`config.mk`:
```
export PLATFORM = sky130hd
export DESIGN_NAME = updown_mod_counter
export DESIGN_NICKNAME = d
export VERILOG_FILES = /design/src/rtl/counter_pkg.sv /design/src/rtl/updown_mod_counter.sv
export SDC_FILE = /design/constraint.sdc
export NUM_CORES = 1
export LEC_CHECK = 0
export CAP_MARGIN = 30
export CORE_MARGIN = 2
export CORE_UTILIZATION = 40
export DETAILED_ROUTE_END_ITERATION = 8
export DONT_BUFFER_PORTS = 1
export SLEW_MARGIN = 20
export SYNTH_ARGS = -nofsm -noshare
export SYNTH_HDL_FRONTEND = slang
export SYNTH_SLANG_ARGS = --single-unit
```
`constraint.sdc`:
```
create_clock -name clk -period 1.9 [get_ports clk]
set_clock_uncertainty 0.1 [all_clocks]
set_input_delay 0.19 -clock clk [delete_from_list [all_inputs] [get_ports clk]]
set_output_delay 0.19 -clock clk [all_outputs]
set_load 0.01 [all_outputs]
```
`src/rtl/counter_pkg.sv`:
```
// Shared definitions for the modulo counter family: direction encoding and
// the load-value clamp used when a parallel load exceeds the count range.
package counter_pkg;

  // Direction encoding carried on up_dn.
  typedef enum logic {
    DIR_DN = 1'b0,
    DIR_UP = 1'b1
  } dir_e;

  // Widest counter the clamp helper supports; counters are limited to this.
  localparam int unsigned CNT_MAX_W = 31;

  // Clamp a load value into 0..modulus-1. Values at or above the modulus
  // saturate to the top of the range rather than being reduced modulo N.
  function automatic logic [31:0] clamp_mod(input logic [31:0] value,
                                            input logic [31:0] modulus);
    logic [31:0] res;
    if (value >= modulus) res = modulus - 32'd1;
    else                  res = value;
    return res;
  endfunction

endpackage : counter_pkg

```
`src/rtl/updown_mod_counter.sv`:
```
// Modulo-N up/down counter with count enable, synchronous parallel load,
// wrap-or-saturate at the range ends, a combinational terminal-count flag
// for cascading and a registered one-cycle wrap pulse.
module updown_mod_counter
  import counter_pkg::*;
#(
  parameter int WIDTH    = 6,
  parameter int MODULUS  = 64,
  parameter bit SATURATE = 1'b0
) (
  input  logic             clk,
  input  logic             rst,
  input  logic             en,
  input  logic             up_dn,
  input  logic             load,
  input  logic [WIDTH-1:0] din,
  output logic [WIDTH-1:0] count,
  output logic             tc,
  output logic             wrap
);

  // Reject widths the clamp helper cannot represent and moduli outside
  // 2..2**WIDTH; a bad instance stops elaboration.
  if (WIDTH < 1 || WIDTH > CNT_MAX_W) begin : g_bad_width
    $error("updown_mod_counter: WIDTH %0d outside 1..%0d", WIDTH, CNT_MAX_W);
  end
  if (MODULUS < 2 || MODULUS > (1 << WIDTH)) begin : g_bad_modulus
    $error("updown_mod_counter: MODULUS %0d outside 2..2**WIDTH", MODULUS);
  end

  // Top of the count range. When MODULUS == 2**WIDTH this is all ones, and
  // the explicit compare against it (not natural overflow) drives the wrap.
  localparam logic [WIDTH-1:0] MAX_VAL = WIDTH'(MODULUS - 1);

  logic [WIDTH-1:0] count_q, count_d;
  logic             wrap_q,  wrap_d;
  logic [WIDTH-1:0] load_val;
  dir_e             dir;

  assign dir      = dir_e'(up_dn);
  assign load_val = WIDTH'(clamp_mod(32'(din), 32'(MODULUS)));

  // Next-state: load beats enable; an end-of-range step either wraps with a
  // pulse or holds silently depending on SATURATE.
  always_comb begin
    count_d = count_q;
    wrap_d  = 1'b0;
    if (load) begin
      count_d = load_val;
    end else if (en) begin
      if (dir == DIR_UP) begin
        if (count_q == MAX_VAL) begin
          if (!SATURATE) begin
            count_d = '0;
            wrap_d  = 1'b1;
          end
        end else begin
          count_d = count_q + WIDTH'(1);
        end
      end else begin
        if (count_q == '0) begin
          if (!SATURATE) begin
            count_d = MAX_VAL;
            wrap_d  = 1'b1;
          end
        end else begin
          count_d = count_q - WIDTH'(1);
        end
      end
    end
  end

  // State registers with asynchronous active-low clear.
  always_ff @(posedge clk or negedge rst) begin
    if (!rst) begin
      count_q <= '0;
      wrap_q  <= 1'b0;
    end else begin
      count_q <= count_d;
      wrap_q  <= wrap_d;
    end
  end

  // Terminal count looks at the current direction only, so a downstream
  // stage enabled by en & tc steps on exactly the edge this stage wraps.
  assign tc = ((dir == DIR_UP) && (count_q == MAX_VAL)) ||
              ((dir == DIR_DN) && (count_q == '0));

  assign count = count_q;
  assign wrap  = wrap_q;

endmodule : updown_mod_counter

```
Word level (Yosys, flattened, before mapping)
Cells that the tools add are included.
Storage, ports and cells
  word-level logic and storage cells: 21
  output and inout port bits: 8
  register bits: 7
  input bits: 11
Operators by class
  bitwise operators: 1
  reduce and logical (&&, ||, !) cells: 5
  eq/ne operators: 1
  add/subtract/negate cells: 2
  muxes and demuxes: 10
Operators by type and width (count)
  6-bit 2-to-1 mux: 5
  6-bit by 1-bit adder with 6-bit output (second input constant): 1
  6-bit == test (second input constant): 1
  6-bit logical NOT: 1
  6-bit by 1-bit subtractor with 6-bit output (second input constant): 1
  1-bit 2-to-1 mux: 5
  1-bit logical AND: 2
  2-bit nonzero test: 1
  1-bit logical OR: 1
  1-bit NOT: 1

Logic depth before layout (Yosys ltp)
  word-level depth: 5
  gate-level depth with buffers: 6

Least setup slack after synthesis
No wires, ideal clock.
  path kind: flip-flop to flip-flop
  from: reg count_q[0], in the netlist count[0]
  to: reg count_q[0], in the netlist count[0]
  arrival: 1465 ps
  path buffers: 0
  setup slack: 211 ps
  required time: 1676 ps
  cell stages (with the launch flop): 6
  library setup time: 124 ps
  period minus slack after synthesis: 1689 ps
  cells stage by stage: dfrtp_1 inv_1 ha_1 and3_4 o221a_2 o31a_1
Between the ends
  word-level cells in the longest chain between the ends: 5
  elaborated cells on any way between the ends: 9
  those cells by class: 2 x add/sub; 1 x eq/ne; 5 x mux; 1 x reduce/logical
Ends and longest elaborated chain
  from (decl): line updown_mod_counter.sv:35  | logic [WIDTH-1:0] count_q, count_d;
  from (signal assigned): line updown_mod_counter.sv:79  | count_q <= count_d;
  6-bit by 1-bit subtractor with 6-bit output, or another cell as far along: line updown_mod_counter.sv:67  | count_d = count_q - WIDTH'(1);
  6-bit 2-to-1 mux, on equally long branches: line updown_mod_counter.sv:61, updown_mod_counter.sv:52
  6-bit 2-to-1 mux (*): line updown_mod_counter.sv:51  | if (dir == DIR_UP) begin
  6-bit 2-to-1 mux (*): line updown_mod_counter.sv:50  | end else if (en) begin
  6-bit 2-to-1 mux (*): line updown_mod_counter.sv:48  | if (load) begin
Mark *: on every way between the ends. The rest lies on a longest branch, timed or not. The select of a mux whose other input is x is not followed.
A chain may end at the register's enable or synchronous reset.

Worst setup path after layout
  from: reg count_q[3], in the netlist count[3]
  to: out tc
Between the ends
  word-level cells in the longest chain between the ends: 3
  elaborated cells on any way between the ends: 5
  those cells by class: 1 x eq/ne; 4 x reduce/logical
Ends and longest elaborated chain
  6-bit == test / 6-bit logical NOT (equally long branches): line updown_mod_counter.sv:86, updown_mod_counter.sv:87
  1-bit logical AND, on equally long branches: line updown_mod_counter.sv:86, updown_mod_counter.sv:87
  1-bit logical OR (*): line updown_mod_counter.sv:86  | assign tc = ((dir == DIR_UP) && (count_q == MAX_VAL)) ||
  to (decl): line updown_mod_counter.sv:18  | output logic tc,
Mark *: on every way between the ends. The rest lies on a longest branch, timed or not.

==> flow_summary_export.csv <==
group,metric,value,unit
status,status,"finished clean",
timing,rsz0062_at_grt,"no",
finish,antennaDiodeCount,0,
worst_setup_path,critPathRequiredTime,1.61,ns
global_routing,grt_first_pass_wirelength,2.380,mm
finish,drive_gt1_frac,0.1579,
timing,min_period,1.786,ns
timing,holdWs,0.008788,ns
logic_synthesis,synth.most_common_cell,"nand2_1",
power_and_ir_drop,fin_total_pwr,0.4757,mW
timing,slew_violations,0,
detailed_routing,wl,1.405,mm
detailed_routing,drc,0,
cts,htreeDepth,1,
logic_synthesis,syn_area_per_cell,8.526,um^2
job,maxCapViolCount,0,
logic_synthesis,syn_nets,84,
global_routing,gr-total-overflow,0,
logic_synthesis,yosys_warnings,0,
cts,clkSinkCount,7,
power_and_ir_drop,share_seq_of_total_power,0.418,
timing,setup_viol,0,
logic_synthesis,ys_seq_area_frac,0.2935,
power_and_ir_drop,power_frac_comb,0.293,
cts,cts_buffers,3,
logic_synthesis,async_flop_share,1.000,
detailed_routing,vias,554,
worst_setup_path,reg2reg_slack,0.19,ns
logic_synthesis,synth_ff_type,"dfrtp_1",
timing,worst_pin_slew,0.3793,ns
timing,setup-tns-final,0,ns
worst_setup_path,critPathArrivalTime,1.50,ns
logic_synthesis,synth_cells,70,
power_and_ir_drop,p_clk_frac,0.289,
global_routing,track_usage,0.1687,
cts,clock_latency,0.25,ns
place,post-place-ws,0.2107,ns
timing,clock.fmax,0.5598,GHz
logic_synthesis,netlist_top_cells_count,"nand2_1 (8), dfrtp_1 (7), nor2_1 (5)",
power_and_ir_drop,ir_drop,373.2,uV
timing,max_slew_margin,0.7472,
power_and_ir_drop,p_int,0.3130,mW
timing,fin_ws,0.1136,ns
min_path,hold_path_class,"primary input to register",
floorplanning,die_w,42.63,um
place,gp_congestion,0.7530,
detailed_routing,routedWlPerCell,15.44,um
floorplanning,std_cell_rows,13,
worst_setup_path,crit_type,"register to primary output",
power_and_ir_drop,p_per_area,704.1,mW/mm^2
power_and_ir_drop,power.leakage,0.2878,nW
logic_synthesis,ys_ff_latch,7,
floorplanning,coreArea,0.001350,mm^2
worst_setup_path,critPathMaxFanout,8,
floorplanning,die_h,42.63,um
worst_setup_path,crit_path_start_kind,"register",
place,portBuffers,0,
cts,cts_tree,"built",
finish,area_growth_syn_to_layout,13.21,%
global_routing,first_global_vias,521,
floorplanning,initial_core_util,0.4421,
floorplanning,fp.dieArea,0.001817,mm^2
logic_synthesis,synth_top_area_frac,0.2935,
finish,fin_nets,91,
logic_synthesis,synth_top_cell_by_area,"dfrtp_1",
logic_synthesis,synthTopCellsByArea,"dfrtp_1 (29%), ha_1 (6.3%), o41ai_2 (5.5%)",
worst_setup_path,worstSetupEndpointType,"primary output",
detailed_routing,drtIter0Drc,26,
logic_synthesis,synth.distinct_cells,33,
global_routing,grt_max_degree,13,
cts,clock_path_buffers,2,
power_and_ir_drop,sw_frac_of_total,0.3420,
timing,fin_crit_sh,0.9402,
place,dp_hpwl,953.9,um
logic_synthesis,syn_area,596.8,um^2
logic_synthesis,synth_edf_count,0,
cts,clkTransAtPathRegs,0.05,ns
detailed_routing,vias_per_cell,6.088,
global_routing,antenna_found_initial,0,
timing,final-hold-violation-count,0,
power_and_ir_drop,p_sw,0.1627,mW
floorplanning,io_pins,19,
cts,root_buffer,"clkbuf_4",
cts,cts_setup_buffers,0,
detailed_routing,drt_pass1_iterations,4,
detailed_routing,drtAntennaViolNets,0,
## area by class of cell
type | instances | area (um^2)
timing repair buffer | 7 | 65.06
fill | 129 | 674.4
sequential | 7 | 175.2
tap | 15 | 18.77
multi-input combinational | 56 | 382.9
inverter | 2 | 7.507
clock buffer | 4 | 26.28
## worst paths after layout
kind                       endpoint      from  cells past startpoint
max in group asynchronous  count[5]       rst                      1
hold / removal             count[5]      load                      2
hold reg to reg            count[0]  count[0]                      3
setup / recovery                 tc  count[3]                      3
min in group asynchronous  count[4]       rst                      1
setup reg to reg           count[5]  count[2]                      4
## metal layers
| metal | global-route usage | part of all wire | wire length, um | up-vias |
|---|---|---|---|---|
| li1 | - | - | - | 270 |
| met1 | 0.2289 | 0.47 | 660 | 260 |
| met2 | 0.2485 | 0.44 | 621 | 20 |
| met3 | 0.04310 | 0.076 | 107 | 4 |
| met4 | 0.07500 | 0.011 | 16 | 0 |
| met5 | 0 | 0 | 0 | - |
## flip-flops by register name, summed over array words and instances, names as in the netlist
signal  flops
wrap        1
count       6
## power by group through the flow
stage                     combinational (mW)  clock (mW)  sequential, mW
after floorplan                        0.118           0           0.194
after global placement                 0.126           0           0.201
after detailed placement               0.125           0           0.201
after CTS                              0.139       0.141           0.198
after global routing                   0.157       0.146           0.203
final                                  0.140       0.137           0.199
## per-stage QoR
step	util	instances	instance area, um^2
after floorplan	-	70	596.8
after global placement	0.4439	82	599.3
after detailed placement	0.4439	82	599.3
after CTS	0.5005	91	675.6
after global routing	0.5005	91	675.6
final	0.5005	91	675.6
## logic make-up after synthesis
family          Yosys count  synth area share
simple gates             30            0.2641
fa+ha+maj                 3           0.06290
mux                       1           0.01677
compound gates           19            0.2537
buf+inv                   7           0.06496
flops                     7            0.2935
xor+xnor                  3           0.04403
## layout by cell type, fill, tap and decap left out
cell           count
nand2_1            8
dfrtp_1            7
nor2_1             5
dlygate4sd3_1      5
nand2b_1           4
o21ai_0            4
nand3_1            3
nor3_1             3
o31a_1             3
a21oi_1            3
ha_1               3
clkbuf_4           3
o21bai_1           2
xnor2_1            2
and3_1             2
o41ai_2            2
buf_4              2
inv_1              1
inv_2              1
nor3_2             1
and3_4             1
nor2b_1            1
xor2_1             1
o22ai_1            1
or4_1              1
a41o_2             1
a31oi_1            1
mux2i_1            1
o221a_2            1
nand4_1            1
o31ai_1            1
clkbuf_1           1
## critical path: stages, from the launching register on
cell	delay [ns]
dfrtp_1	0.51
nor3_2	0.28
and3_4	0.26
o21bai_1	0.20
## repair_timing
| action | CTS | global route |
|---|---|---|
| hold endpoints to repair | 12 | 0 |
| resized for setup | 0 | 0 |
| hold buffers | 5 | 0 |
| setup endpoints to repair | 0 | 0 |
Note: power is estimated with default switching activity, not from simulation.
